===== src/rtl/hakutpu_pkg.sv =====
// Constants and arithmetic helpers shared by the DSP wrapper and the
// drain/requant blocks.
package hakutpu_pkg;

  localparam int HK_P_WIDTH   = 48;
  localparam int HK_OUT_WIDTH = 32;

  localparam logic signed [HK_P_WIDTH:0] HK_ONE = 1;

  typedef struct packed {
    logic                         sat;
    logic signed [HK_P_WIDTH:0]   val;
  } rss_t;

  // Round half toward +inf, arithmetic shift, then clamp to a signed ow-bit range.
  // The extra headroom bit keeps the rounding add from wrapping.
  function automatic rss_t round_shift_sat(input logic signed [HK_P_WIDTH-1:0] x,
                                           input logic [5:0] sh,
                                           input int ow);
    logic signed [HK_P_WIDTH:0] ext;
    logic signed [HK_P_WIDTH:0] hi;
    logic signed [HK_P_WIDTH:0] lo;
    rss_t r;
    ext = {x[HK_P_WIDTH-1], x};
    if (sh != 6'd0) ext = ext + (HK_ONE << (sh - 6'd1));
    ext = ext >>> sh;
    hi = (HK_ONE << (ow - 1)) - HK_ONE;
    lo = -hi - HK_ONE;
    r.sat = 1'b0;
    r.val = ext;
    if (ext > hi) begin
      r.sat = 1'b1;
      r.val = hi;
    end else if (ext < lo) begin
      r.sat = 1'b1;
      r.val = lo;
    end
    return r;
  endfunction

endpackage


===== src/rtl/dsp_psum_drain_fifo.sv =====
// Synchronous result FIFO with occupancy count; push and pop may coincide at any
// fill level, including full.
module psum_fifo #(
  parameter int WIDTH = 32,
  parameter int DEPTH = 4
) (
  input  logic                     clk,
  input  logic                     rst,
  input  logic                     push,
  input  logic [WIDTH-1:0]         wdata,
  input  logic                     pop,
  output logic [WIDTH-1:0]         rdata,
  output logic [$clog2(DEPTH):0]   count
);

  localparam int AW = $clog2(DEPTH);
  localparam int CW = AW + 1;
  localparam logic [CW-1:0] FULL = CW'(DEPTH);

  logic [WIDTH-1:0] mem [DEPTH];
  logic [AW-1:0]    wr_ptr;
  logic [AW-1:0]    rd_ptr;
  logic             do_push;
  logic             do_pop;

  always_comb begin
    do_pop  = pop && (count != '0);
    do_push = push && ((count != FULL) || do_pop);
  end

  always_ff @(posedge clk) begin
    if (do_push) mem[wr_ptr] <= wdata;
  end

  always_ff @(posedge clk) begin
    if (rst) begin
      wr_ptr <= '0;
      rd_ptr <= '0;
      count  <= '0;
    end else begin
      if (do_push) wr_ptr <= wr_ptr + AW'(1);
      if (do_pop)  rd_ptr <= rd_ptr + AW'(1);
      case ({do_push, do_pop})
        2'b10:   count <= count + CW'(1);
        2'b01:   count <= count - CW'(1);
        default: count <= count;
      endcase
    end
  end

  assign rdata = mem[rd_ptr];

endmodule


===== src/rtl/dsp_psum_drain.sv =====
// Accumulates groups of DSP partial sums, rounds/shifts/saturates each group
// result, and drains results through a FIFO over valid/ready.
module dsp_psum_drain
  import hakutpu_pkg::*;
#(
  parameter int P_WIDTH    = HK_P_WIDTH,
  parameter int OUT_WIDTH  = HK_OUT_WIDTH,
  parameter int FIFO_DEPTH = 4,
  parameter int CNT_WIDTH  = 16
) (
  input  logic                        clk,
  input  logic                        rst,
  input  logic [CNT_WIDTH-1:0]        cfg_k_len,
  input  logic [5:0]                  cfg_shift,
  input  logic                        in_valid,
  output logic                        in_ready,
  input  logic signed [P_WIDTH-1:0]   in_p,
  output logic                        out_valid,
  input  logic                        out_ready,
  output logic signed [OUT_WIDTH-1:0] out_data,
  output logic                        busy,
  output logic                        sat_flag,
  output logic                        acc_ovf
);

  localparam int CW = $clog2(FIFO_DEPTH) + 1;

  logic signed [P_WIDTH-1:0] acc_p1;
  logic [CNT_WIDTH-1:0]      cnt_p1;
  logic [CNT_WIDTH-1:0]      k_lat;
  logic [5:0]                sh_lat;
  logic signed [P_WIDTH-1:0] s2_p2;
  logic [5:0]                sh_p2;
  logic                      vld_p2;

  logic                      take;
  logic                      first;
  logic                      last;
  logic [CNT_WIDTH-1:0]      k_eff;
  logic [5:0]                sh_eff;
  logic signed [P_WIDTH-1:0] acc_in;
  logic signed [P_WIDTH-1:0] sum;
  logic                      ovf;
  rss_t                      rs_p2;
  logic [CW-1:0]             fifo_count;
  logic [OUT_WIDTH-1:0]      fifo_rdata;

  function automatic rss_t round_sat(input logic signed [P_WIDTH-1:0] x,
                                     input logic [5:0] sh);
    return round_shift_sat(x, sh, OUT_WIDTH);
  endfunction

  // Group config is taken live on the first beat, then from the latched copy.
  always_comb begin
    take   = in_valid && in_ready;
    first  = (cnt_p1 == '0);
    k_eff  = first ? ((cfg_k_len == '0) ? CNT_WIDTH'(1) : cfg_k_len) : k_lat;
    sh_eff = first ? cfg_shift : sh_lat;
    last   = (cnt_p1 == (k_eff - CNT_WIDTH'(1)));
    acc_in = first ? '0 : acc_p1;
    sum    = acc_in + in_p;
    ovf    = (acc_in[P_WIDTH-1] == in_p[P_WIDTH-1]) && (sum[P_WIDTH-1] != in_p[P_WIDTH-1]);
  end

  // S1: accumulate; final beat hands the group sum to S2
  always_ff @(posedge clk) begin
    if (take && first) begin
      k_lat  <= k_eff;
      sh_lat <= cfg_shift;
    end
    if (take) acc_p1 <= sum;
    if (take && last) begin
      s2_p2 <= sum;
      sh_p2 <= sh_eff;
    end
  end

  always_ff @(posedge clk) begin
    if (rst) begin
      cnt_p1   <= '0;
      vld_p2   <= 1'b0;
      acc_ovf  <= 1'b0;
      sat_flag <= 1'b0;
    end else begin
      vld_p2 <= take && last;
      if (take) cnt_p1 <= last ? '0 : cnt_p1 + CNT_WIDTH'(1);
      if (take && ovf) acc_ovf <= 1'b1;
      if (vld_p2 && rs_p2.sat) sat_flag <= 1'b1;
    end
  end

  // S2: round/saturate and push; in_ready guarantees a free FIFO slot here
  always_comb rs_p2 = round_sat(s2_p2, sh_p2);

  psum_fifo #(
    .WIDTH (OUT_WIDTH),
    .DEPTH (FIFO_DEPTH)
  ) u_fifo (
    .clk   (clk),
    .rst   (rst),
    .push  (vld_p2),
    .wdata (rs_p2.val[OUT_WIDTH-1:0]),
    .pop   (out_valid && out_ready),
    .rdata (fifo_rdata),
    .count (fifo_count)
  );

  always_comb begin
    out_valid = (fifo_count != '0);
    out_data  = out_valid ? $signed(fifo_rdata) : '0;
    in_ready  = ((fifo_count + CW'(vld_p2)) < CW'(FIFO_DEPTH));
    busy      = (cnt_p1 != '0) || vld_p2 || out_valid;
  end

endmodule


===== config.mk =====
export PLATFORM = sky130hd
export DESIGN_NAME = dsp_psum_drain
export DESIGN_NICKNAME = d
export VERILOG_FILES = /design/src/rtl/hakutpu_pkg.sv /design/src/rtl/dsp_psum_drain_fifo.sv /design/src/rtl/dsp_psum_drain.sv
export SDC_FILE = /design/constraint.sdc
export NUM_CORES = 1
export LEC_CHECK = 0
export CAP_MARGIN = 20
export CELL_PAD_IN_SITES_DETAIL_PLACEMENT = 0
export CELL_PAD_IN_SITES_GLOBAL_PLACEMENT = 1
export CORE_MARGIN = 5
export CORE_UTILIZATION = 25
export CTS_BUF_LIST = sky130_fd_sc_hd__clkbuf_16
export CTS_CLUSTER_DIAMETER = 100
export DETAILED_ROUTE_END_ITERATION = 16
export PLACE_DENSITY_LB_ADDON = 0.1
export SYNTH_ARGS = -nofsm -noshare
export SYNTH_HDL_FRONTEND = slang
export SYNTH_SLANG_ARGS = --single-unit

===== constraint.sdc =====
create_clock -name clk -period 15.4 [get_ports clk]
set_input_delay 3.08 -clock clk [delete_from_list [all_inputs] [get_ports clk]]
set_output_delay 3.08 -clock clk [all_outputs]
set_load 0.02 [all_outputs]

==> flow_summary.ini, run 1 <==
[global_route]
antenna_found_initial = 0
grt_max_degree = 52
overflow = 0
grtUsageTotal = 0.169
grt_pass1_wl_um = 123000
grt_pass1_vias = 18555

[synth]
yosysWarnings = 0
synthAdderAreaFrac = 0.0612
synth_fp_nets = 2499
synth_edf_count = 252
synthArstFlopShare = 0
synthXorXnorAreaFrac = 0.0461
synth_top_area_share = 0.346
synth.cell_area_um2 = 21800
synth_commonest_cells = 252 x edfxtp_1, 230 x nor2_1, 203 x nand2_1
ys_types = 103
ys_seq_area_frac = 0.372
synth_top_family_by_area = compound AO/OA/AOI/OAI gates
avgSynthCellArea_um2 = 9.41
synth_ff_type = edfxtp_1
synth_top_cell_by_area = edfxtp_1
synth-compound-area-share = 0.199
synthSimpleGateAreaFrac = 0.185
synth_most_common_cell = edfxtp_1
yosys-top-cells-area = edfxtp_1 35%, ha_1 5.8%, mux4_2 4.5%
syn-instance-count = 2320
synth-seq-cells = 280
synthMuxAreaShare = 0.101

[setup_path]
reg2reg_depth = 21
critPathMaxStageDelay_ns = 0.90
startpoint = sh_p2[2]$_DFFE_PP_
path_cells = buf_4, clkinv_1, nor2_1, nand2_1, nor3_1, ha_1, a21oi_1, a21oi_1, a21boi_0, a32o_1, o21ai_1, mux2_2, a2111oi_1, a2111oi_4, a22oi_1, nand3_1, o311ai_0, a21oi_1, a31oi_2, buf_4, o21ai_0
critical_path_arrival_ns = 8.68
cp-endpoint = u_fifo.mem[0][15]$_DFFE_PP_
r2r_start = sh_p2[2]$_DFFE_PP_
cp-start-kind = register
crit_path_top_delay_cell = a2111oi_1
rrSetupSlack_ns = 6.90
r2r-end = u_fifo.mem[0][15]$_DFFE_PP_
cp_max_fo = 27
critPathMostFrequentCell = a21oi_1
crit_required_ns = 15.58
crit_type = register to register
worst_setup_path_end_kind = register

[clocking]
tritoncts = done
post_cts_buffers = 0
cts_root_buf = clkbuf_16
clk_path_buf_depth = 3
cts_sinks = 280
numCtsBuffers = 37
clkTransAtPathRegs_ns = 0.06
cts_hold_buf = 0
clkLatencyLatePin_ns = 0.56
h-tree-depth = 2
cts_resized = 0

[routing]
dr.pass1.iters = 5
vias = 18662
first_iter_violations = 1199
drt_wl_total_um = 82000
via_per_inst = 5.24
drc = 0
wl_per_cell_um = 23.0
ant_nets = 0

[power_and_ir_drop]
pwr_density_cell_nw_per_um2 = 81.6
seqPwrFrac = 0.435
p_int_mw = 1.54
p_sw_frac = 0.259
p_switching_mw = 0.535
clkPwrFrac = 0.411
ir_worst_vdd_mv = 0.0559
p_total_mw = 2.07
power_frac_comb = 0.154
p_leak_nw = 9.22

[floorplan]
start_util = 0.252
ios = 111
num_rows = 108
die_y_um = 306
dieArea_um2 = 93400
dieWidth_um = 306
core_um2 = 86800

[placed_design]
port_buffers = 110
dp_hpwl_um = 62900
gp_congestion = 0.877

[timing]
relSlewSlack = 0.295
finalClockSkew_ns = 0.0166
worst_slew_pin_slew_ns = 1.05
tns_ns = 0
rsz0062_at_grt = false
setup_viol = 0
fin_crit_ns = 8.50
slew_violations = 0
hold_viol = 0
timing.fmax_mhz = 118
fin_crit_sh = 0.552

[cells_and_area]
final_core_util = 0.293
area_delta_synth_final_pct = 16.2
diodes = 0
nets = 2559
drive_gt1_frac = 0.0947

[min_path]
holdPathStages = 2
hold_class = register to register

[run]
cap_violations = 0

[status]
outcome = finished clean
==> worst max-delay path: cells and delay by family (launching register included) <==
family                     cells  cell delay (ns)
muxes                          1             0.34
and+or+nand+nor                4             1.92
DFF                            1             0.32
AOI/OAI and AO/OA             12             4.37
buffers and inverters          3             0.88
adders and majority gates      1             0.26
==> layout make-up <==
class / count / area (um^2)
inverters: 67 / 251
flip-flops and latches: 280 / 8130
repair buffers: 148 / 1430
clock inverters: 29 / 263
multi-input cells: 1846 / 12900
clock buffers: 37 / 926
well taps: 1155 / 1450
fillers: 9200 / 61400
==> power groups by stage <==
stage	sequential, mW	combinational, mW	clock [mW]
2_1_floorplan	0.913	0.223	0
3_3_place_gp	0.916	0.317	0
3_5_place_dp	0.916	0.321	0
4_1_cts	0.901	0.324	0.887
5_1_grt	0.904	0.355	0.918
6_report	0.901	0.319	0.851
==> placed cells by master, fill, tap and decap left out, types with 11 or more instances in the layout <==
cell type	n
clkdlybuf4s50_1	110
o2111ai_1	11
mux4_2	44
a21oi_1	152
clkbuf_16	37
o21ai_1	12
nor2_1	228
a211oi_1	35
xnor2_1	75
mux2_2	38
nand4_1	40
dfxtp_1	27
a21o_1	47
and3_1	16
o21a_1	28
o22ai_1	18
nor4_1	22
and2_1	100
mux2i_1	78
a31oi_1	16
nand3_1	42
or3_1	22
edfxtp_1	252
xor2_1	40
ha_1	102
nand2b_1	14
nor3_1	76
o21ai_0	129
inv_1	70
o211ai_1	29
nand2_1	203
buf_4	36
==> metrics by stage <==
stage	worst slack, ns	cell area [um^2]	instances	hold WS, ns
after floorplan	8.65	21800	2320	0.472
after global placement	6.69	24100	3494	0.469
after detailed placement	6.78	24200	3495	0.475
after CTS	6.99	25400	3561	0.491
after global routing	6.45	25400	3562	0.545
final	6.90	25400	3562	0.480
==> registers in the layout, indices dropped and copies added, names as in the netlist, named ones only <==
name,cells
u_fifo.mem,128
acc_p1,48
s2_p2,48
cnt_p1,16
k_lat,16
sh_lat,6
sh_p2,6
u_fifo.count,3
u_fifo.rd_ptr,2
u_fifo.wr_ptr,2
acc_ovf,1
sat_flag,1
vld_p2,1
==> layer usage <==
metal,part of all wire,up-vias,global-route usage
li1,-,8936,-
met1,0.48,9189,0.246
met2,0.44,445,0.264
met3,0.048,92,0.0258
met4,0.027,0,0.0449
met5,0,-,0
==> cell families after synthesis <==
group | Yosys count
adder cells (fa/ha/maj) | 105
buffers and inverters | 194
flip-flops | 280
multiplexers | 160
XOR/XNOR | 115
AND/OR/NAND/NOR | 825
AO/OA/AOI/OAI | 641
==> how the worst min path moves through the flow <==
stage / slack (ns) / endpoint / from
6_report: 0.48 / acc_ovf$_SDFFE_PP0P_ / acc_ovf$_SDFFE_PP0P_
5_1_grt: 0.54 / acc_ovf$_SDFFE_PP0P_ / acc_ovf$_SDFFE_PP0P_
4_1_cts: 0.49 / acc_ovf$_SDFFE_PP0P_ / acc_ovf$_SDFFE_PP0P_
3_5_place_dp: 0.48 / acc_ovf$_SDFFE_PP0P_ / acc_ovf$_SDFFE_PP0P_
3_3_place_gp: 0.47 / acc_ovf$_SDFFE_PP0P_ / acc_ovf$_SDFFE_PP0P_
2_1_floorplan: 0.47 / cnt_p1[1]$_SDFFE_PP0P_ / cnt_p1[1]$_SDFFE_PP0P_
Note: power is estimated with default switching activity, not from simulation.
==> inputs of run 2 (changes only) <==
==> constraint.sdc (replaced) <==
create_clock -name clk -period 8.1 [get_ports clk]
set_input_delay 1.62 -clock clk [delete_from_list [all_inputs] [get_ports clk]]
set_output_delay 1.62 -clock clk [all_outputs]
set_load 0.02 [all_outputs]
==> run 2 against run 1 <==
Against the previous run:
- clock-buffer cell count did not move
- clock skew increased by 0.0055 ns
- design area rose by 1.2%
- hold slack improved by 0.022 ns
- clock power rose by 89%
- setup slack worse by 6.5 ns
- sequential power grew 90%
- critical path type unchanged
==> flow_summary.ini, run 2 (same netlist as run 1, synthesis figures left out) <==
[status]
outcome = finished clean

[min_path]
holdPathStages = 2
holdPathEnd = cnt_p1[1]$_SDFFE_PP0P_
min_from = cnt_p1[1]$_SDFFE_PP0P_
hold_class = register to register

[setup_path]
crit_required_ns = 8.41
rrSetupSlack_ns = 0.37
r2r_start = sh_p2[1]$_DFFE_PP_
cp_max_fo = 18
critical_path_arrival_ns = 8.04
reg2reg_depth = 18
startpoint = sh_p2[1]$_DFFE_PP_
cp-start-kind = register
r2r-end = u_fifo.mem[1][16]$_DFFE_PP_
worst_setup_path_end_kind = register
crit_type = register to register

[power_and_ir_drop]
seqPwrFrac = 0.437
clkPwrFrac = 0.411
p_total_mw = 3.92
p_leak_nw = 9.41
p_int_mw = 2.89
p_sw_frac = 0.262
power_frac_comb = 0.153
p_switching_mw = 1.03
pwr_density_cell_nw_per_um2 = 153
ir_worst_vdd_mv = 0.103

[timing]
slew_violations = 0
fin_crit_ns = 7.73
rsz0062_at_grt = false
hold_viol = 0
hold_slack_ns = 0.502
fin_crit_sh = 0.955
tns_ns = 0
setup_slack_ns = 0.365
worst_slew_pin_slew_ns = 1.02
timing.fmax_mhz = 129
relSlewSlack = 0.316
setup_viol = 0
finalClockSkew_ns = 0.0221

[routing]
drc = 0
drt_wl_total_um = 84500
dr.pass1.iters = 5
ant_nets = 0
via_per_inst = 5.26
vias = 18951
first_iter_violations = 1388
wl_per_cell_um = 23.5

[cells_and_area]
regArea_um2 = 8130
nets = 2599
instances_no_fill = 3600
drive_gt1_frac = 0.109
area_delta_synth_final_pct = 17.6
multiInputGateArea_um2 = 12900
layout_common_cells = 252 x edfxtp_1, 228 x nor2_1, 203 x nand2_1, 152 x a21oi_1, 129 x o21ai_0
largest_register = u_fifo.mem
n_fill_cell = 9244
layout_commonest_cell = edfxtp_1
diodes = 0
reg_top3 = u_fifo.mem: 128 flops, acc_p1: 48 flops, s2_p2: 48 flops
largest_reg_flops = 128

[global_route]
grt_pass1_vias = 18929
overflow = 0
grt_max_degree = 59
antenna_found_initial = 0
grtUsageTotal = 0.174
grt_pass1_wl_um = 126000

[floorplan]
core_um2 = 86800
start_util = 0.252
ios = 111
dieArea_um2 = 93400
dieWidth_um = 306
die_y_um = 306
num_rows = 108

[run]
cap_violations = 0

[clocking]
cts_sinks = 280
cts_root_buf = clkbuf_16
post_cts_buffers = 0
tritoncts = done
clkLatencyLatePin_ns = 0.58
numCtsBuffers = 37
h-tree-depth = 2
cts_hold_buf = 0
clk_path_buf_depth = 3
clkTransAtPathRegs_ns = 0.06
cts_resized = 0

[placed_design]
pre_cts_ws_ns = 0.560
gp_congestion = 0.872
dp_cells = 3533
port_buffers = 110
dp_hpwl_um = 65700
==> run 2: metrics by stage <==
stage / util / cell area [um^2]
floorplan: - / 21800
global placement: 0.282 / 24500
finish: 0.296 / 25700
CTS: 0.296 / 25600
detailed placement: 0.282 / 24500
global route: 0.296 / 25700
==> run 2: cell type report <==
| cell class | instances | share of cell area |
|---|---|---|
| tap | 1155 | 0.0563 |
| sequential | 280 | 0.316 |
| inverter | 67 | 0.00979 |
| clock buffer | 37 | 0.0360 |
| multi-input combinational | 1846 | 0.504 |
| clock inverter | 27 | 0.0103 |
| timing repair buffer | 188 | 0.0674 |
==> run 2: critical path: stages (launching register included) <==
cell      delay, ns
edfxtp_1       0.44
buf_4          0.31
nand2_1        0.47
buf_4          0.35
nor3_1         0.24
ha_1           0.33
nand4_1        0.33
nor4_1         0.91
a41oi_1        0.54
a21oi_1        0.28
a211oi_1       0.06
nor3_1         0.79
mux2_2         0.40
a22oi_1        0.11
a31oi_1        0.35
a31oi_1        0.19
o41a_1         0.54
a21o_4         0.36
o21ai_0        0.42
==> run 2: per-layer routing <==
metal,part of all wire,track usage,up-vias
met4,0.023,0.0405,0
met2,0.46,0.283,468
met1,0.48,0.250,9368
met3,0.039,0.0202,109
met5,0,0,-
li1,-,-,9006
==> run 2: worst max-delay path by stage <==
stage	end	slack [ns]	cells past startpoint
2_1_floorplan	u_fifo.mem[0][7]$_DFFE_PP_	2.24	21
4_1_cts	u_fifo.mem[1][16]$_DFFE_PP_	0.50	22
3_5_place_dp	u_fifo.mem[3][16]$_DFFE_PP_	0.56	21
5_1_grt	u_fifo.mem[2][18]$_DFFE_PP_	0.02	22
3_3_place_gp	u_fifo.mem[0][9]$_DFFE_PP_	0.54	23
6_report	u_fifo.mem[1][16]$_DFFE_PP_	0.37	18
==> run 2: power by group through the flow <==
stage	logic, mW	clock network, mW	registers [mW]
final	0.598	1.61	1.71
after global routing	0.671	1.75	1.72
after CTS	0.610	1.68	1.71
after detailed placement	0.605	0	1.74
after global placement	0.601	0	1.74
after floorplan	0.423	0	1.74
